==> src/rtl/regfile_wb_arbiter.sv <==
`default_nettype none
// +----------------------------------------------------------------------------+
// | regfile_wb_arbiter: ALU/LSU writeback arbiter, registered RF write port,   |
// | busy-bit scoreboard. REGFILE_WB_RR_EN selects round-robin arbitration.     |
// | Revision: 1.0                                                              |
// +----------------------------------------------------------------------------+
module regfile_wb_arbiter #(
   parameter int XLEN = 32,
   parameter int AW   = 5
) (
   input  logic              clk,
   input  logic              rst_n,
   input  logic              issue_valid,
   input  logic [AW-1:0]     issue_rd,
   input  logic [AW-1:0]     issue_rs1,
   input  logic [AW-1:0]     issue_rs2,
   output logic              issue_stall,
   input  logic              alu_valid,
   input  logic [AW-1:0]     alu_rd,
   input  logic [XLEN-1:0]   alu_data,
   output logic              alu_ready,
   input  logic              lsu_valid,
   input  logic [AW-1:0]     lsu_rd,
   input  logic [XLEN-1:0]   lsu_data,
   output logic              lsu_ready,
   output logic              rf_w_en,
   output logic [AW-1:0]     rf_rd,
   output logic [XLEN-1:0]   rf_w_data,
   output logic [2**AW-1:0]  busy_vec
);
   localparam int NREG = 2**AW;

   logic [NREG-1:0] busy_q, busy_d;
   logic            rf_w_en_q, rf_w_en_d;
   logic [AW-1:0]   rf_rd_q, rf_rd_d;
   logic [XLEN-1:0] rf_w_data_q, rf_w_data_d;
   logic            grant_alu, grant_lsu;
   logic            issue_accept;

`ifdef REGFILE_WB_RR_EN
   // Pointer records the side that won the most recent tie.
   typedef enum logic {PTR_ALU = 1'b0, PTR_LSU = 1'b1} ptr_e;
   ptr_e ptr_q, ptr_d;

   always_comb begin
      grant_alu = 1'b0;
      grant_lsu = 1'b0;
      ptr_d     = ptr_q;
      if (alu_valid && lsu_valid) begin
         if (ptr_q == PTR_ALU) begin
            grant_lsu = 1'b1;
            ptr_d     = PTR_LSU;
         end else begin
            grant_alu = 1'b1;
            ptr_d     = PTR_ALU;
         end
      end else begin
         grant_alu = alu_valid;
         grant_lsu = lsu_valid;
      end
   end

   always_ff @(posedge clk or negedge rst_n) begin
      if (!rst_n) begin
         ptr_q <= PTR_ALU;
      end else begin
         ptr_q <= ptr_d;
      end
   end
`else
   always_comb begin
      grant_lsu = lsu_valid;
      grant_alu = alu_valid & ~lsu_valid;
   end
`endif

   assign alu_ready = grant_alu;
   assign lsu_ready = grant_lsu;

   // No bypass: a register stays stalled through its rf_w_en cycle.
   assign issue_stall  = issue_valid &
                         (busy_q[issue_rs1] | busy_q[issue_rs2] | busy_q[issue_rd]);
   assign issue_accept = issue_valid & ~issue_stall;

   always_comb begin
      rf_w_en_d   = 1'b0;
      rf_rd_d     = rf_rd_q;
      rf_w_data_d = rf_w_data_q;
      if (grant_lsu) begin
         rf_w_en_d   = |lsu_rd;
         rf_rd_d     = lsu_rd;
         rf_w_data_d = lsu_data;
      end else if (grant_alu) begin
         rf_w_en_d   = |alu_rd;
         rf_rd_d     = alu_rd;
         rf_w_data_d = alu_data;
      end
   end

   // Set is applied after clear so a new producer keeps the register busy.
   always_comb begin
      busy_d = busy_q;
      if (rf_w_en_q) begin
         busy_d[rf_rd_q] = 1'b0;
      end
      if (issue_accept && (issue_rd != '0)) begin
         busy_d[issue_rd] = 1'b1;
      end
      busy_d[0] = 1'b0;
   end

   always_ff @(posedge clk or negedge rst_n) begin
      if (!rst_n) begin
         busy_q      <= '0;
         rf_w_en_q   <= 1'b0;
         rf_rd_q     <= '0;
         rf_w_data_q <= '0;
      end else begin
         busy_q      <= busy_d;
         rf_w_en_q   <= rf_w_en_d;
         rf_rd_q     <= rf_rd_d;
         rf_w_data_q <= rf_w_data_d;
      end
   end

   assign rf_w_en   = rf_w_en_q;
   assign rf_rd     = rf_rd_q;
   assign rf_w_data = rf_w_data_q;
   assign busy_vec  = busy_q;

endmodule
`default_nettype wire

==> config.mk <==
export PLATFORM = sky130hd
export DESIGN_NAME = regfile_wb_arbiter
export DESIGN_NICKNAME = d
export VERILOG_FILES = /design/src/rtl/regfile_wb_arbiter.sv
export SDC_FILE = /design/constraint.sdc
export NUM_CORES = 1
export LEC_CHECK = 0
export CAP_MARGIN = 10
export CORE_UTILIZATION = 40
export CTS_BUF_LIST = sky130_fd_sc_hd__clkbuf_2
export CTS_CLUSTER_DIAMETER = 60
export DETAILED_ROUTE_END_ITERATION = 16
export GPL_TIMING_DRIVEN = 1
export PLACE_DENSITY = 0.75
export SKIP_LAST_GASP = 1
export SYNTH_ARGS = -nofsm -noshare
export SYNTH_HDL_FRONTEND = slang
export SYNTH_SLANG_ARGS = --single-unit
export TNS_END_PERCENT = 10
==> constraint.sdc <==
create_clock -name clk -period 18.39 [get_ports clk]
set_clock_uncertainty 0.15 [all_clocks]
set_input_delay 5.517 -clock clk [delete_from_list [all_inputs] [get_ports clk]]
set_output_delay 5.517 -clock clk [all_outputs]
set_load 0.02 [all_outputs]
==> impl_metrics.csv, run 1 <==
group,metric,value,unit
routing,vias,3848,
routing,routed_wl,13500,um
die,io_pins,167,
synth,dominantRegCellSynth,"dfrtp_1",
layout,n_antenna_cell,0,
synth,synth_edf_count,0,
synth,synthCells,394,
critical_path,cp_slowest_stage_delay,1.04,ns
die,coreArea,0.00968,sq mm
grt,grt_use_total,26.7,%
routing,wire_per_inst,20.0,um
critical_path,crit_path_end_kind,"output port",
clock_tree,root_buffer,"clkbuf_2",
layout,final_cell_mix,"clkdlybuf4s50_1 (162), o21ai_0 (71), dfrtp_1 (69)",
layout,fillers,854,
place,routabilityCongestion,0.927,
layout,finalCoreUtilization,58.9,%
synth,ys_ff_latch,69,
die,die_h,102,um
routing,dr.pass1.iters,5,
synth,netlist_area,0.00398,sq mm
critical_path,worst-path-max-fanout,32,
worst_hold_path,min_path_type,"reg2reg",
clock_tree,cts_resized,0,
clock_tree,clock_latency,0.51,ns
timing,max-slew-margin-rel,21.7,%
timing,setup_viol,0,
layout,syn2layout_area_growth,43.4,%
grt,grt_pass1_vias,3924,
power,p_leak,2.33,nW
critical_path,crit_type,"in2out",
critical_path,rrSetupSlack,14.83,ns
layout,drive_gt1_share,6.28,%
timing,fmax,66.0,MHz
die,dieArea,0.0103,sq mm
synth,synth_warnings,0,
timing,slew_violations,0,
synth,synth_cell_types,35,
die,initial_core_util,41.0,%
grt,overflow,0,
critical_path,crit_top_cell,"clkdlybuf4s50_1",
routing,dr.first_iter.drc_count,312,
clock_tree,cts_hold_repair.buffers,0,
critical_path,cp.arrival,9.48,ns
outcome,status,"finished, final reports clean",
synth,async_flop_share,100,%
clock_tree,clk_path_buf_depth,2,
clock_tree,cts_tree,"yes",
place,portBuffers,165,
timing,tightest_slew,1.17,ns
routing,drc,0,
synth,synth_top_area_share,43.4,%
routing,viasPerCell,5.71,
timing,finalCritPeriodShare,82.3,%
clock_tree,cts.sinks,69,
timing,rsz0062_at_grt,"no",
critical_path,worst_path_max_delay_cell,"or4_1",
clock_tree,path_clk_slew,0.18,ns
grt,grt_pass1_wl,20400,um
synth,syn-num-nets,488,
layout,final_common_cell,"clkdlybuf4s50_1",
grt,grt_start_max_net_pins,79,
timing,finalHoldViolations,0,
layout,nets,632,
synth,synth.avg_cell_area,10.1,sq um
critical_path,cp.buffers_inverters,2,
synth,yosys-top-cells-area,"dfrtp_1 (43%), mux2i_1 (17%), o21ai_0 (8.9%)",
timing,fin_crit,15.14,ns
critical_path,worstPathCellList,"clkdlybuf4s50_1 > mux4_2 > mux2_2 > and3_1 > or3_1 > or4_1 > and2_1 > clkdlybuf4s50_1",
critical_path,critPathRequiredTime,12.72,ns
routing,antenna_left,0,
place,hpwl,9820,um
die,dieWidth,102,um
power,ir_drop,0.0438,mV
timing,setup-tns-final,0,ns
clock_tree,h-tree-depth,3,
flow_run,maxCapViolCount,0,
synth,yosysSeqAreaShare,43.4,%
critical_path,start_kind,"input pin",
critical_path,cp_top_family,"simple AND/OR/NAND/NOR gates",
synth,synth_top_area_cell,"dfrtp_1",
clock_tree,cts_buffers,9,
clock_tree,post-cts-setup-buffer-count,0,
power,power_density,101,mW/mm^2
die,rows,36,
grt,antenna_found_initial,0,
## worst min-delay path: cells and delay by family, from the launching register on
| kind | cells | cell delay (ns) |
|---|---|---|
| flip-flops | 1 | 0.39 |
| multiplexers | 1 | 0.06 |
| AO/OA/AOI/OAI | 1 | 0.12 |
## state kept, by name (all words and copies together), names as in the netlist
signal / count
busy_vec: 31
rf_w_en: 1
rf_rd: 5
rf_w_data: 32
## kinds of logic (layout without fill, tap and decap cells)
kind of cell	count (synthesis)	in the layout	share of synthesized area, %
AOI/OAI and AO/OA	120	120	18.1
and+or+nand+nor	89	89	11.6
muxes	79	79	22.5
DFF	69	69	43.4
buffers and inverters	36	183	4.22
other	1	1	0.0943
## per-layer routing
metal,up-vias,wire length [um],track usage [%]
met5,-,0,0
met4,0,529,16.2
met3,47,1470,7.59
met2,239,6350,44.3
met1,1795,5110,30.7
li1,1767,-,-
## synth_stat cells, types with 4 or more instances
cell,count
o21ai_0,71
dfrtp_1,69
mux2i_1,67
nand2_1,43
o31ai_1,31
clkbuf_1,24
nand3b_1,10
mux4_2,8
o22ai_1,8
nor2_1,6
nor2b_1,6
or3b_2,5
a22oi_1,4
mux2_2,4
nand3_1,4
or4_1,4
## power by group
group | switching, W | total, W | internal (W)
clock network | 0.0000523 | 0.0000679 | 0.0000156
registers | 0.0000649 | 0.000252 | 0.000187
logic | 0.000123 | 0.000256 | 0.000132
## path summary, 6_finish.rpt
path,start,depth (start not counted),end
worst max-delay path,issue_rs1[0],8,issue_stall
worst min-delay path,rf_w_data[10]$_DFFE_PN0P_,2,rf_w_data[10]$_DFFE_PN0P_
worst max register to register,busy_vec[13]$_DFF_PN0_,6,busy_vec[11]$_DFF_PN0_
worst min register to register,rf_w_data[10]$_DFFE_PN0P_,2,rf_w_data[10]$_DFFE_PN0P_
max in group asynchronous,rst_n,2,rf_rd[3]$_DFFE_PN0P_
min in group asynchronous,rst_n,2,busy_vec[19]$_DFF_PN0_
## per-stage QoR
step                      total power (W)  setup slack [ns]  hold slack (ns)  cell area (sq um)  instances
after floorplan                  0.000364              4.79            0.514               3980        394
after global placement           0.000506              3.33            0.398               5630        660
after detailed placement         0.000509              3.31            0.411               5630        660
after CTS                        0.000577              3.30            0.450               5700        674
after global routing             0.000607              3.14            0.482               5700        674
final                            0.000575              3.25            0.442               5700        674
## cell type report
type                       instances  area [sq um]  share of cell area [%]
multi-input combinational        289          2080                    36.5
clock buffer                      10          50.0                   0.878
tap                              133           166                    2.92
inverter                           2          7.51                   0.132
timing repair buffer             167          1650                    29.0
sequential                        69          1730                    30.3
clock inverter                     4          17.5                   0.307
No activity file was read; power rests on OpenSTA's default activity.
==> run 2, diff against run 1 <==
Settings changed: PLACE_DENSITY 0.75 to 0.78.
Clock period 18.39 ns to 13.49 ns, I/O delays scaled along.
==> impl_metrics.csv, run 2 (same netlist as run 1, synthesis figures left out) <==
group,metric,value,unit
outcome,status,"finished, final reports clean",
place,routabilityCongestion,0.874,
die,die_h,102,um
routing,dr.pass1.iters,5,
routing,vias,3839,
critical_path,cp.buffers_inverters,2,
worst_hold_path,min_path_type,"reg2reg",
worst_hold_path,worstHoldStart,"rf_w_data[1]$_DFFE_PN0P_",
clock_tree,clock_latency,0.52,ns
critical_path,worst-path-max-fanout,9,
die,initial_core_util,41.0,%
critical_path,crit_top_cell,"clkdlybuf4s50_1",
clock_tree,h-tree-depth,3,
timing,tightest_slew,1.07,ns
grt,grt_start_max_net_pins,79,
timing,fin_ws,1.93,ns
timing,slew_violations,0,
grt,grt_pass1_vias,3749,
worst_hold_path,min_to,"rf_w_data[1]$_DFFE_PN0P_",
routing,routed_wl,12600,um
die,io_pins,167,
layout,final_common_cell,"clkdlybuf4s50_1",
place,hpwl,9290,um
grt,grt_pass1_wl,19600,um
critical_path,cp.arrival,7.36,ns
clock_tree,cts_resized,0,
grt,antenna_found_initial,0,
power,total_power,0.000838,W
routing,drc,0,
layout,nets,633,
critical_path,worstPathCellList,"clkdlybuf4s50_1 > mux4_2 > mux2_2 > and3_1 > or3_1 > or4_1 > and2_1 > clkdlybuf4s50_1",
layout,syn2layout_area_growth,45.9,%
grt,overflow,0,
clock_tree,cts_tree,"yes",
clock_tree,clk_path_buf_depth,2,
clock_tree,root_buffer,"clkbuf_2",
critical_path,cp_slowest_stage_delay,0.72,ns
clock_tree,path_clk_slew,0.19,ns
timing,setup_viol,0,
power,p_int,0.000515,W
timing,fin_crit,11.56,ns
die,dieWidth,102,um
die,coreArea,0.00968,sq mm
critical_path,rr_endpoint,"busy_vec[23]$_DFF_PN0_",
timing,finalHoldViolations,0,
worst_hold_path,holdPathStages,2,
critical_path,rrSetupSlack,10.38,ns
routing,dr.first_iter.drc_count,293,
power,p_sw,0.000322,W
critical_path,start_kind,"input pin",
flow_run,maxCapViolCount,0,
clock_tree,cts.sinks,69,
timing,max-slew-margin-rel,28.6,%
critical_path,critPathRequiredTime,9.29,ns
clock_tree,post-cts-setup-buffer-count,0,
die,dieArea,0.0103,sq mm
grt,grt_use_total,25.1,%
layout,largest_reg_flops,32,
routing,wire_per_inst,18.5,um
critical_path,reg2reg_from,"busy_vec[14]$_DFF_PN0_",
critical_path,crit_path_end_kind,"output port",
power,power.share.clock,18.9,%
layout,n_antenna_cell,0,
critical_path,worst_path_max_delay_cell,"clkdlybuf4s50_1",
clock_tree,cts_hold_repair.buffers,0,
layout,final_cell_mix,"clkdlybuf4s50_1 (162), o21ai_0 (71), dfrtp_1 (69)",
power,p_seq_share,39.7,%
power,power_density,144,mW/mm^2
power,p_leak,2.37,nW
routing,viasPerCell,5.67,
timing,setup-tns-final,0,ns
critical_path,cp_top_family,"buffers and inverters",
timing,finalCritPeriodShare,85.7,%
power,p_comb_share,41.4,%
critical_path,r2r.worst_path.cells,7,
die,rows,36,
critical_path,crit_type,"in2out",
routing,antenna_left,0,
place,place_ws,1.93,ns
power,ir_drop,0.0744,mV
timing,fmax,86.5,MHz
power,switching_share,38.5,%
place,portBuffers,165,
timing,rsz0062_at_grt,"no",
layout,drive_gt1_share,6.99,%
clock_tree,cts_buffers,9,
run 2: area by class of cell:
type | instances | area (sq um)
flip-flops and latches | 69 | 1730
fillers | 850 | 3880
repair buffers | 168 | 1660
clock buffers | 9 | 45.0
well taps | 133 | 166
inverters | 2 | 7.51
multi-input cells | 289 | 2080
clock inverters | 7 | 114
run 2: through the flow:
stage	util [%]	area [sq um]	cells	hold WS, ns
after floorplan	-	3980	394	0.514
after global routing	59.9	5800	677	0.476
final	59.9	5800	677	0.444
after CTS	59.9	5800	677	0.452
after detailed placement	58.2	5640	661	0.408
after global placement	58.2	5640	661	0.397
run 2: power groups by stage:
| stage | clock [W] | combinational (W) | sequential [W] |
|---|---|---|---|
| 2_1_floorplan | 0 | 0.000133 | 0.000364 |
| 3_3_place_gp | 0 | 0.000340 | 0.000337 |
| 3_5_place_dp | 0 | 0.000348 | 0.000336 |
| 4_1_cts | 0.000160 | 0.000348 | 0.000332 |
| 5_1_grt | 0.000169 | 0.000372 | 0.000341 |
| 6_report | 0.000158 | 0.000347 | 0.000333 |
run 2: tightest hold or removal path, stage by stage, from the launching register on:
cell	delay [ns]
dfrtp_1	0.39
mux2i_1	0.06
o21ai_0	0.13
run 2: layer usage:
layer  track usage [%]  part of all wire (%)  vias up
met1              31.9                    41     1810
li1                  -                     -     1772
met5                 0                     0        -
met3              7.11                    11       29
met4              11.6                   2.8        0
met2              39.6                    46      228
run 2: worst max-delay path by stage:
stage | cells past startpoint | end | from | slack [ns]
final | 8 | issue_stall | issue_rs1[0] | 1.93
after CTS | 8 | issue_stall | issue_rs1[0] | 1.92
after detailed placement | 8 | issue_stall | issue_rs1[0] | 1.93
after floorplan | 9 | issue_stall | issue_rs1[0] | 2.83
after global placement | 8 | issue_stall | issue_rs1[0] | 1.96
after global routing | 8 | issue_stall | issue_rd[1] | 1.84
==> run 3, diff against run 2 <==
Settings changed: ABC_CLOCK_PERIOD_IN_PS set to 13490, TNS_END_PERCENT 10 to not set.
==> results of run 3 <==
Final layout, timing and power as in run 2 (identical DEF).
